`src/rtl/uart_tx.sv`:
```
// UART transmitter: pops one word per frame from an upstream FIFO and
// shifts it out as start, data (LSB first), optional parity and stop bits.
module uart_tx #(
  parameter int CLKS_PER_BIT = 434,
  parameter int WORD_LEN     = 8,
  parameter int PARITY_EN    = 0,
  parameter int PARITY_ODD   = 0
) (
  input  logic                clk,
  input  logic                rst,
  input  logic                enable,
  input  logic                fifo_empty,
  input  logic [WORD_LEN-1:0] fifo_data,
  output logic                fifo_re,
  output logic                tx,
  output logic                busy,
  output logic                done
);

  localparam int CW = $clog2(CLKS_PER_BIT);
  localparam int BW = $clog2(WORD_LEN) + 1;

  localparam logic [CW-1:0] CLAST = CW'(CLKS_PER_BIT - 1);
  localparam logic [BW-1:0] BLAST = BW'(WORD_LEN - 1);

  typedef enum logic [2:0] {
    IDLE, FETCH, LATCH, START, DATA, PARITY, STOP
  } state_t;

  state_t              state;
  logic [CW-1:0]       cnt;
  logic [BW-1:0]       bidx;
  logic [WORD_LEN-1:0] word;
  logic [WORD_LEN-1:0] nxt_word;
  logic                par;
  logic                bit_end;

  // word is never shifted so it stays intact for parity
  assign nxt_word = word >> (bidx + BW'(1));
  assign par      = (^word) ^ (PARITY_ODD != 0);
  assign bit_end  = (cnt == CLAST);

  always_ff @(posedge clk) begin
    if (rst) begin
      state   <= IDLE;
      tx      <= 1'b1;
      fifo_re <= 1'b0;
      busy    <= 1'b0;
      done    <= 1'b0;
      cnt     <= '0;
      bidx    <= '0;
      word    <= '0;
    end else begin
      fifo_re <= 1'b0;
      done    <= 1'b0;
      unique case (state)
        IDLE: begin
          tx <= 1'b1;
          if (enable && !fifo_empty) begin
            state   <= FETCH;
            fifo_re <= 1'b1;
            busy    <= 1'b1;
          end
        end
        FETCH: state <= LATCH;
        LATCH: begin
          word  <= fifo_data;
          state <= START;
          tx    <= 1'b0;
          cnt   <= '0;
        end
        START: begin
          if (bit_end) begin
            cnt   <= '0;
            bidx  <= '0;
            tx    <= word[0];
            state <= DATA;
          end else begin
            cnt <= cnt + CW'(1);
          end
        end
        DATA: begin
          if (bit_end) begin
            cnt <= '0;
            if (bidx == BLAST) begin
              bidx <= '0;
              if (PARITY_EN != 0) begin
                tx    <= par;
                state <= PARITY;
              end else begin
                tx    <= 1'b1;
                state <= STOP;
              end
            end else begin
              bidx <= bidx + BW'(1);
              tx   <= nxt_word[0];
            end
          end else begin
            cnt <= cnt + CW'(1);
          end
        end
        PARITY: begin
          if (bit_end) begin
            cnt   <= '0;
            tx    <= 1'b1;
            state <= STOP;
          end else begin
            cnt <= cnt + CW'(1);
          end
        end
        STOP: begin
          if (bit_end) begin
            cnt   <= '0;
            state <= IDLE;
            busy  <= 1'b0;
            done  <= 1'b1;
          end else begin
            cnt <= cnt + CW'(1);
          end
        end
        default: state <= IDLE;
      endcase
    end
  end

endmodule
```
`config.mk`:
```
export PLATFORM = sky130hd
export DESIGN_NAME = uart_tx
export DESIGN_NICKNAME = d
export VERILOG_FILES = /design/src/rtl/uart_tx.sv
export SDC_FILE = /design/constraint.sdc
export NUM_CORES = 1
export LEC_CHECK = 0
export CAP_MARGIN = 0
export CORE_MARGIN = 10
export CORE_UTILIZATION = 49
export CTS_CLUSTER_DIAMETER = 50
export DETAILED_ROUTE_END_ITERATION = 8
export GPL_TIMING_DRIVEN = 0
export HOLD_SLACK_MARGIN = 0.02
export PLACE_DENSITY_LB_ADDON = 0.2
export SLEW_MARGIN = 15
export SYNTH_ARGS = -nofsm -noshare
export SYNTH_HDL_FRONTEND = slang
export SYNTH_SLANG_ARGS = --single-unit
```
`constraint.sdc`:
```
create_clock -name clk -period 1.8 [get_ports clk]
set_clock_uncertainty 0.05 [all_clocks]
set_input_delay 0.36 -clock clk [delete_from_list [all_inputs] [get_ports clk]]
set_output_delay 0.36 -clock clk [all_outputs]
set_load 0.01 [all_outputs]
```
==> results of run 1 <==
state kept, by name, summed over array words and instances (netlist names):
signal   flops
fifo_re      1
tx           1
word         8
busy         1
bidx         4
done         1
cnt          9
state        3
kinds of logic (layout without fill, tap and decap cells):
| group | Yosys count | after routing |
|---|---|---|
| DFF | 28 | 28 |
| muxes | 11 | 11 |
| buffers and inverters | 15 | 40 |
| AOI/OAI and AO/OA | 34 | 34 |
| and+or+nand+nor | 61 | 61 |
| xor gates and xnor gates | 3 | 3 |
| adders and majority gates | 3 | 3 |
how the worst min path moves through the flow:
stage / startpoint / endpoint / slack, ns / cells past startpoint
2_1_floorplan: bidx[3] / bidx[3] / 0.40 / 2
3_3_place_gp: busy / busy / 0.41 / 2
3_5_place_dp: bidx[3] / bidx[3] / 0.43 / 2
4_1_cts: bidx[3] / bidx[3] / 0.45 / 2
5_1_grt: bidx[3] / bidx[3] / 0.47 / 2
6_report: busy / busy / 0.45 / 2
cell usage in the layout, fill, tap and decap left out, drive strengths merged, types with 5 or more instances in the layout:
master         synthesis  final
a21oi                  9      9
a311oi                 7      7
buf                    6     13
clkbuf                 4      7
clkdlybuf4s50          0     14
dfxtp                 28     28
inv                    5      5
mux2i                  8      8
nand2                 13     13
nand3                  5      5
nor2                  15     15
routing by layer:
metal / up-vias / part of all wire, %
li1: 629 / -
met3: 9 / 5.6
met2: 29 / 46
met4: 0 / 1.4
met5: - / 0
met1: 625 / 47
power breakdown:
group / internal (uW) / switching [uW]
clock: 226 / 198
sequential: 633 / 7.98
combinational: 71.2 / 72.0
total: 930 / 278
final cells by class:
cell class                 count  area, sq um  share of cell area (%)
sequential                    28          574                    31.9
multi-input combinational    112          850                    47.3
buffer                        10         71.3                    3.97
clock inverter                 1         30.0                    1.67
timing repair buffer          21          193                    10.7
inverter                       5         18.8                    1.04
tap                           31         38.8                    2.16
clock buffer                   3         22.5                    1.25
tightest hold or removal path, cell delays in order, from the launching register on:
cell and delay (ns):
sky130_fd_sc_hd__dfxtp_1 0.34, sky130_fd_sc_hd__o31ai_1 0.06, sky130_fd_sc_hd__a21oi_1 0.07
timing repair:
item	in CTS	in global routing
cloned	0	0
pin swaps	3	7
setup buffers	5	2
resized for setup	9	5
endpoints found under the setup margin	6	10
metrics by stage:
step,instances,cell area [sq um],hold slack (ns)
detailed placement,200,1650,0.426
global placement,200,1650,0.407
floorplan,155,1470,0.401
CTS,209,1770,0.447
global route,211,1800,0.466
finish,211,1800,0.448
==> out/summary.md, run 1 <==
The run finished, with violations left. The final reports fail on negative setup slack. Data required time of the critical path: 2.00 ns.

Die boundary height: 74.5 um. The synthesized-area fraction occupied by adder cells is 2.58%, and the peak fanout along the critical path is 2. Counting along the longest clock path gives a buffer depth of 2. The worst path uses 101% of the clock period. The run gives 0.000593 uW as the static leakage. The number of global-route vias before repair came out at 1197. Among all flip-flop cells after synthesis, the most frequent one is sky130_fd_sc_hd__dfxtp_1. Summing the areas of all compound-gate instances in the mapped netlist gives 17.5% of the synthesized area. The initial cell density of the core was 52.0%. Entering global routing, the biggest net connects 17 pins. The first global-routing pass estimated 5.58 mm of wire.

The run gives -0.01 ns as the worst reg-to-reg setup slack. Following the worst setup path forward leads to its endpoint at tx. TritonCTS built the clock tree. In this run the critical register-to-register path is launched from bidx[0].

The floorplan step set the die width to 74.5 um. Across the VDD grid, the largest voltage drop is 0.267 mV. For the area of the die, the log shows 5560 sq um. During synthesis, Yosys emitted a total of 0 warnings. The tools report the capture point of the worst reg-to-reg path as tx. Dividing the detail-routed via count by the number of cells gives 6.12. The global-route layer with the greatest usage was met2. Before antenna repair, the detailed router went through 4 iterations.

The repair_antennas step left the layout with diodes totalling 0. For this run, design rule violations remaining after detail routing come to 0. The run gives 38.5% as the share of the yosys chip area belonging to registers. The kind of capture point of the worst setup path is a flop. The hold buffer count at cts is 0, and the met2 usage in global routing is 19.9%. The run gives 1 as the number of H-tree levels.

For this block, the initial DRC count from the detailed router was 92. The worst pin sits at a relative slew slack of 66.0%. Remaining global-route overflow: 0. The data arrival time of the worst path was 2.01 ns. Proportion of register bits with asynchronous set or reset after synthesis: 0%. The critical path starts at bidx[0].

The final critical-path setup slack is -0.0140 ns, and the fraction of layout cells with a size suffix above 1 is 19.4%. Summing the areas of all xor and xnor instances in the mapped netlist gives 1.80% of the synthesized area. The final net count is 196, and the met3 routing resource usage after global routing is 3.32%. The most area-hungry cell type in the Yosys netlist was sky130_fd_sc_hd__dfxtp_1.

Global routing consumed, over all layers together, 12.4% of the routing resources. Pin placement for this block handled 16 I/O pins. The design draws 1210 uW.

STA classifies the critical path startpoint as a flop. In the synthesized netlist, mux cells make up 9.36% of the area. Input and output buffers added on the ports amount to 14. For the post-synth net total, the log shows 170. The initialized floorplan defines 19 standard-cell rows. Cell chosen for the clock root: sky130_fd_sc_hd__clkbuf_4. For the final hold violation count, the log shows 0. The area overhead of the layout relative to synthesis was 23.3%; the final critical-path required period was 1.81 ns. Counting flops with a built-in enable in the synthesized netlist gives 0. The mean instance size in the synthesized netlist is 9.40 sq um, and the detailed placement HPWL is 2.37 mm. After synthesis, the most frequently instantiated cells are sky130_fd_sc_hd__dfxtp_1 (28), sky130_fd_sc_hd__nor2_1 (15), sky130_fd_sc_hd__nand2_1 (13), sky130_fd_sc_hd__a21oi_1 (9), sky130_fd_sc_hd__mux2i_1 (8).

The logs give 0.793 for the routability congestion estimate from global placement and 46 for the distinct cell type count after synthesis. The detailed-route wire length came out at 3.27 mm. The number of cells on the worst reg-to-reg path is 5. The total CTS buffers is 3.

In this run the worst hold path is classified as flop to flop. Detailed routing inserted a total of 1292 vias. The most common cell in the synthesized netlist is sky130_fd_sc_hd__dfxtp_1.

Global routing consumed, on the met1 layer, 15.9% of the routing resources. The number of nets with antenna violations after routing is 0, and the number of filler instances in the final layout is 230. The logs give 0 for the number of maximum-capacitance violations and 0 for the number of antenna violations at the first check in global routing.

The cell with the largest stage delay on the worst path was sky130_fd_sc_hd__mux4_2. Setup repair after global routing could not meet its margin everywhere. For this design, the sink count on the clock tree is 28. The top cell type by area accounts for 38.5% of the synthesized area. For the pin with the worst max-slew slack, the measured transition is 0.509 ns. The tools report the final number of max-transition violations as 0.

For this run, the top clock speed supported by timing is 551 MHz. The cell type group with the largest total delay on the critical path was multiplexers. Cell area power density: 672 nW/um^2. The simple-gate share of the synthesized area was 24.4%; the instance count on the critical path was 5.

In this run the cell area of the synthesized design comes to 1460 sq um. The worst slack after detailed placement is -0.123 ns, and the routed wire length per instance is 15.5 um. The number of standard cells after synthesis was 155; the area of the core was 2810 sq um. The largest single stage delay on the critical path is 0.48 ns.

Count of state elements after synthesis: 28. The kind of critical path was flop to flop. After synthesis, the largest family of logic cells by area is simple AND/OR/NAND/NOR gates.

Yosys attributes the largest share of cell area to sky130_fd_sc_hd__dfxtp_1 (38%), sky130_fd_sc_hd__mux2i_1 (5.5%), sky130_fd_sc_hd__a311oi_1 (4.2%), sky130_fd_sc_hd__nor2_1 (3.9%), sky130_fd_sc_hd__nand2_1 (3.3%). The logs give -0.0140 ns for the final-layout setup total negative slack and 0.34 ns for the clock insertion delay at the later pin of the skew report. The final-report setup violation count is 1. The critical path goes through ha_4 > mux4_2 > mux2_4 > a41oi_2 > o21ai_1. Cells fill 64.1% of the core in the end. The count of buffer and inverter cells on the critical path works out to 0. Clock-pin slew was measured on the worst setup and hold paths at 0.15 ns.
Power figures use the tool's default switching activity.
==> inputs of run 2 (changes only) <==
Settings changed: CAP_MARGIN 0 to 20, CORE_ASPECT_RATIO set to 1.5.
==> run 2 against run 1 <==
- the run still ends with negative setup slack left
- clock-buffer cell count unchanged
- via count down 0.39%
- sequential cell count unchanged
- register-to-register slack about the same
- core utilization down 0.86 points
- sequential share of layout area down 0.51 points
- non-clock buffer count unchanged
- combinational power about the same
- sequential power about the same
- hold slack worse by 0.014 ns
==> out/summary.md, run 2 (synthesis gave the netlist of run 1 again) <==
The worst setup path is launched from a flop. The area growth from synthesis to layout is 25.1%. The logs give 0 (unchanged) for the number of remaining DRC errors and 0 (unchanged) for the number of maximum-capacitance violations. The critical path is of the flop to flop type. The logs give 1 (unchanged) for the final-report setup violation count and 0 (unchanged) for the number of nets with antenna violations after routing. Combinational cell fraction of total power: 11.2% (-0.6 points).

The final reports fail on negative setup slack. The run gives -0.0278 ns (-0.0137 ns) as the final critical-path setup slack. Setup repair after global routing could not meet its margin everywhere. The run gives 50.6% (-1.4 points) as the initial cell density of the core. The path with the worst hold slack has its endpoint at bidx[3]. The clock net sink count was 28 (unchanged). The detailed-route wire length was 3.51 mm (+7.3%); the overall track demand over capacity in global routing was 12.8% (+0.40 points).

The transition time at the pin with the least slew margin was 0.515 ns (+0.00591 ns). The die extent in x is 64.5 um (-13%), and the area taken by multi-input logic gates is 853 sq um (+0.44%). The fmax is 547 MHz (-0.75%), and the instance count on the critical path is 5 (unchanged).

TritonCTS built the clock tree. The final critical-path share of the clock period works out to 102% (+0.76 points). The worst hold path begins at bidx[3]. The fraction of layout cells with a size suffix above 1 is 18.9% (-0.56 points), and the final net count is 196 (unchanged).

The delay of the slowest cell on the worst path came out at 0.49 ns (about the same). The run gives 89 (-3.3%) as the violation count after the first detailed-routing iteration. Flip-flop count of the largest register, all copies and words added: 9 (unchanged).

In the final layout, the registers with the most flip-flops are cnt x9, word x8, bidx x4. The count of buffer and inverter cells on the critical path is 0 (unchanged), and the switching power as a share of total power is 21.5% (-1.5 points). The flow ran to the end, but the final reports show violations.

For the detailed placement HPWL, the log shows 2.52 mm (+6.2%). The run gives 0 (unchanged) as the number of inserted diodes. The worst hold slack came out at 0.434 ns (-0.0139 ns). The tools report the number of placed instances with taps included as 208 (+4.0%). The cell area power density works out to 700 nW/um^2 (+4.1%). The tools report the number of global-route vias before repair as 1271 (+6.2%). The internal power came out at 1000 uW (+7.7%). For the wire length of the first global-routing pass, the log shows 5.80 mm (+4.0%).

The startpoint identified for the worst register-to-register timing path is bidx[1]. For the area of the core, the log shows 2880 sq um (+2.8%). The number of cells traversed by the worst register-to-register path is 5 (unchanged).

The run gives 274 uW (-1.4%) as the switching component of the power. The port buffer count was 14 (unchanged); the remaining global-route overflow was 0 (unchanged). The logs give 50.2% (-2.9 points) for the sequential fraction of design power and 0 (unchanged) for the final number of max-transition violations. The worst setup path is captured at a flop.

The run gives 0.757 (-4.5%) as the routability congestion estimate from global placement. The kind of cell with the highest combined delay along the critical path is multiplexers. The number of iterations in the first detailed-routing pass was 4 (unchanged).

The tools report the clock network fraction of design power as 38.5% (+3.4 points). The die boundary height came out at 86.8 um (+16%). The cell chosen for the clock root was sky130_fd_sc_hd__clkbuf_8. Worst ir drop on vdd: 0.618 mV (+130%). The area of the die is 5600 sq um (+0.82%), and the number of H-tree levels is 1 (unchanged).

The data arrival time of the worst path was 1.95 ns (-0.06 ns). cnt holds more flip-flops than any other register. The maximum root-to-sink buffer count is 2 (unchanged), and the number of filler instances in the final layout is 253 (+10%). Final hold violation count: 0 (unchanged).

The number of vias per cell after detailed routing came out at 5.88 (-4.0%). On the critical path, the stage with the largest delay is an instance of sky130_fd_sc_hd__mux4_2. The finished layout cell area was 1820 sq um (+1.4%); the filler-free cell count of the finished design was 219 (+3.8%). The tools report the data required time of the critical path as 1.92 ns (-0.08 ns). The class of the worst hold path is flop to flop.

The library cells used most frequently in the layout, excluding fill and tap cells, are sky130_fd_sc_hd__dfxtp_1 (24), sky130_fd_sc_hd__nor2_1 (15), sky130_fd_sc_hd__clkdlybuf4s50_1 (14). For the worst reg-to-reg setup slack, the log shows -0.03 ns (about the same). The clock transition at the registers of the reported paths was 0.09 ns (-0.06 ns).

The tools report the clock insertion delay at the later pin of the skew report as 0.27 ns (-0.07 ns). The I/O pin total came out at 16 (unchanged). The worst hold path stage count was 2 (unchanged); the static leakage was 0.000600 uW (+1.2%).

The peak fanout along the critical path came out at 3 (+1). The run gives 0 (unchanged) as the number of antenna violations at the first check in global routing. Routed wire length per instance: 16.0 um (+3.4%).

For the number of placement rows, the log shows 24 (+5). The hold buffer count at cts is 0 (unchanged). Traced cell by cell, the critical path runs through ha_4 > mux4_2 > mux2_4 > a41oi_2 > o21ai_1.

The logs give 1280 uW (+5.6%) for the total power draw and -0.0948 ns (+0.0285 ns) for the worst slack after detailed placement. Commonest non-fill, non-tap cell in the layout: sky130_fd_sc_hd__dfxtp_1. The total CTS buffers was 3 (unchanged); the final critical-path required period was 1.83 ns (+0.0137 ns).

The tools report the vias after detailed routing as 1287 (-0.39%). The maximum number of pins on one net before global-route repair came out at 17 (unchanged). The logs give 1660 sq um (+0.61%) for the area of placed instances and 573 sq um (-0.22%) for the sequential standard cell area. The max-slew headroom at the worst pin is 65.5% (-0.51 points). The capture point of the worst reg-to-reg path was tx.
==> run 2: area by class of cell <==
cell class | count | share of cell area, %
flip-flops and latches | 28 | 31.4
repair buffers | 21 | 10.4
inverters | 5 | 1.03
clock buffers | 3 | 2.26
clock inverters | 1 | 1.65
plain buffers | 10 | 3.71
well taps | 39 | 2.68
multi-input cells | 112 | 46.8
==> run 2: routing by layer <==
metal	track usage, %	wire length, um	vias up
li1	-	-	626
met1	12.6	1390	615
met2	25.1	1930	39
met3	2.45	146	7
met4	5.08	50	0
met5	0	0	-
==> run 2: worst reg2reg max path, cell delays in order (launching register included) <==
cell	delay [ns]
sky130_fd_sc_hd__dfxtp_2	0.36
sky130_fd_sc_hd__ha_4	0.28
sky130_fd_sc_hd__mux4_2	0.49
sky130_fd_sc_hd__mux2_4	0.28
sky130_fd_sc_hd__a41oi_2	0.18
sky130_fd_sc_hd__o21ai_1	0.09
==> run 2: power groups by stage <==
stage	logic [uW]	registers, uW	clock network [uW]
final	143	641	491
after CTS	142	641	497
after detailed placement	136	660	0
after floorplan	85.3	659	0
after global placement	132	659	0
after global routing	157	643	523
==> run 2: what timing repair did <==
item,in CTS,in global routing
setup endpoints to repair,7,10
gates resized for setup,10,3
pin swaps,3,3
gates cloned,1,0
setup buffers,6,0
==> run 2: how the worst max path moves through the flow <==
| stage | start | to |
|---|---|---|
| 2_1_floorplan | bidx[0] | tx |
| 3_3_place_gp | bidx[0] | tx |
| 3_5_place_dp | bidx[0] | tx |
| 4_1_cts | bidx[0] | tx |
| 5_1_grt | bidx[1] | tx |
| 6_report | bidx[1] | tx |
==> run 2: through the flow <==
stage,TNS (ns),utilization (%)
after floorplan,0,-
after global placement,-0.0960,57.6
after detailed placement,-0.213,57.6
after CTS,-0.0263,62.7
after global routing,-0.152,63.2
final,-0.0278,63.2
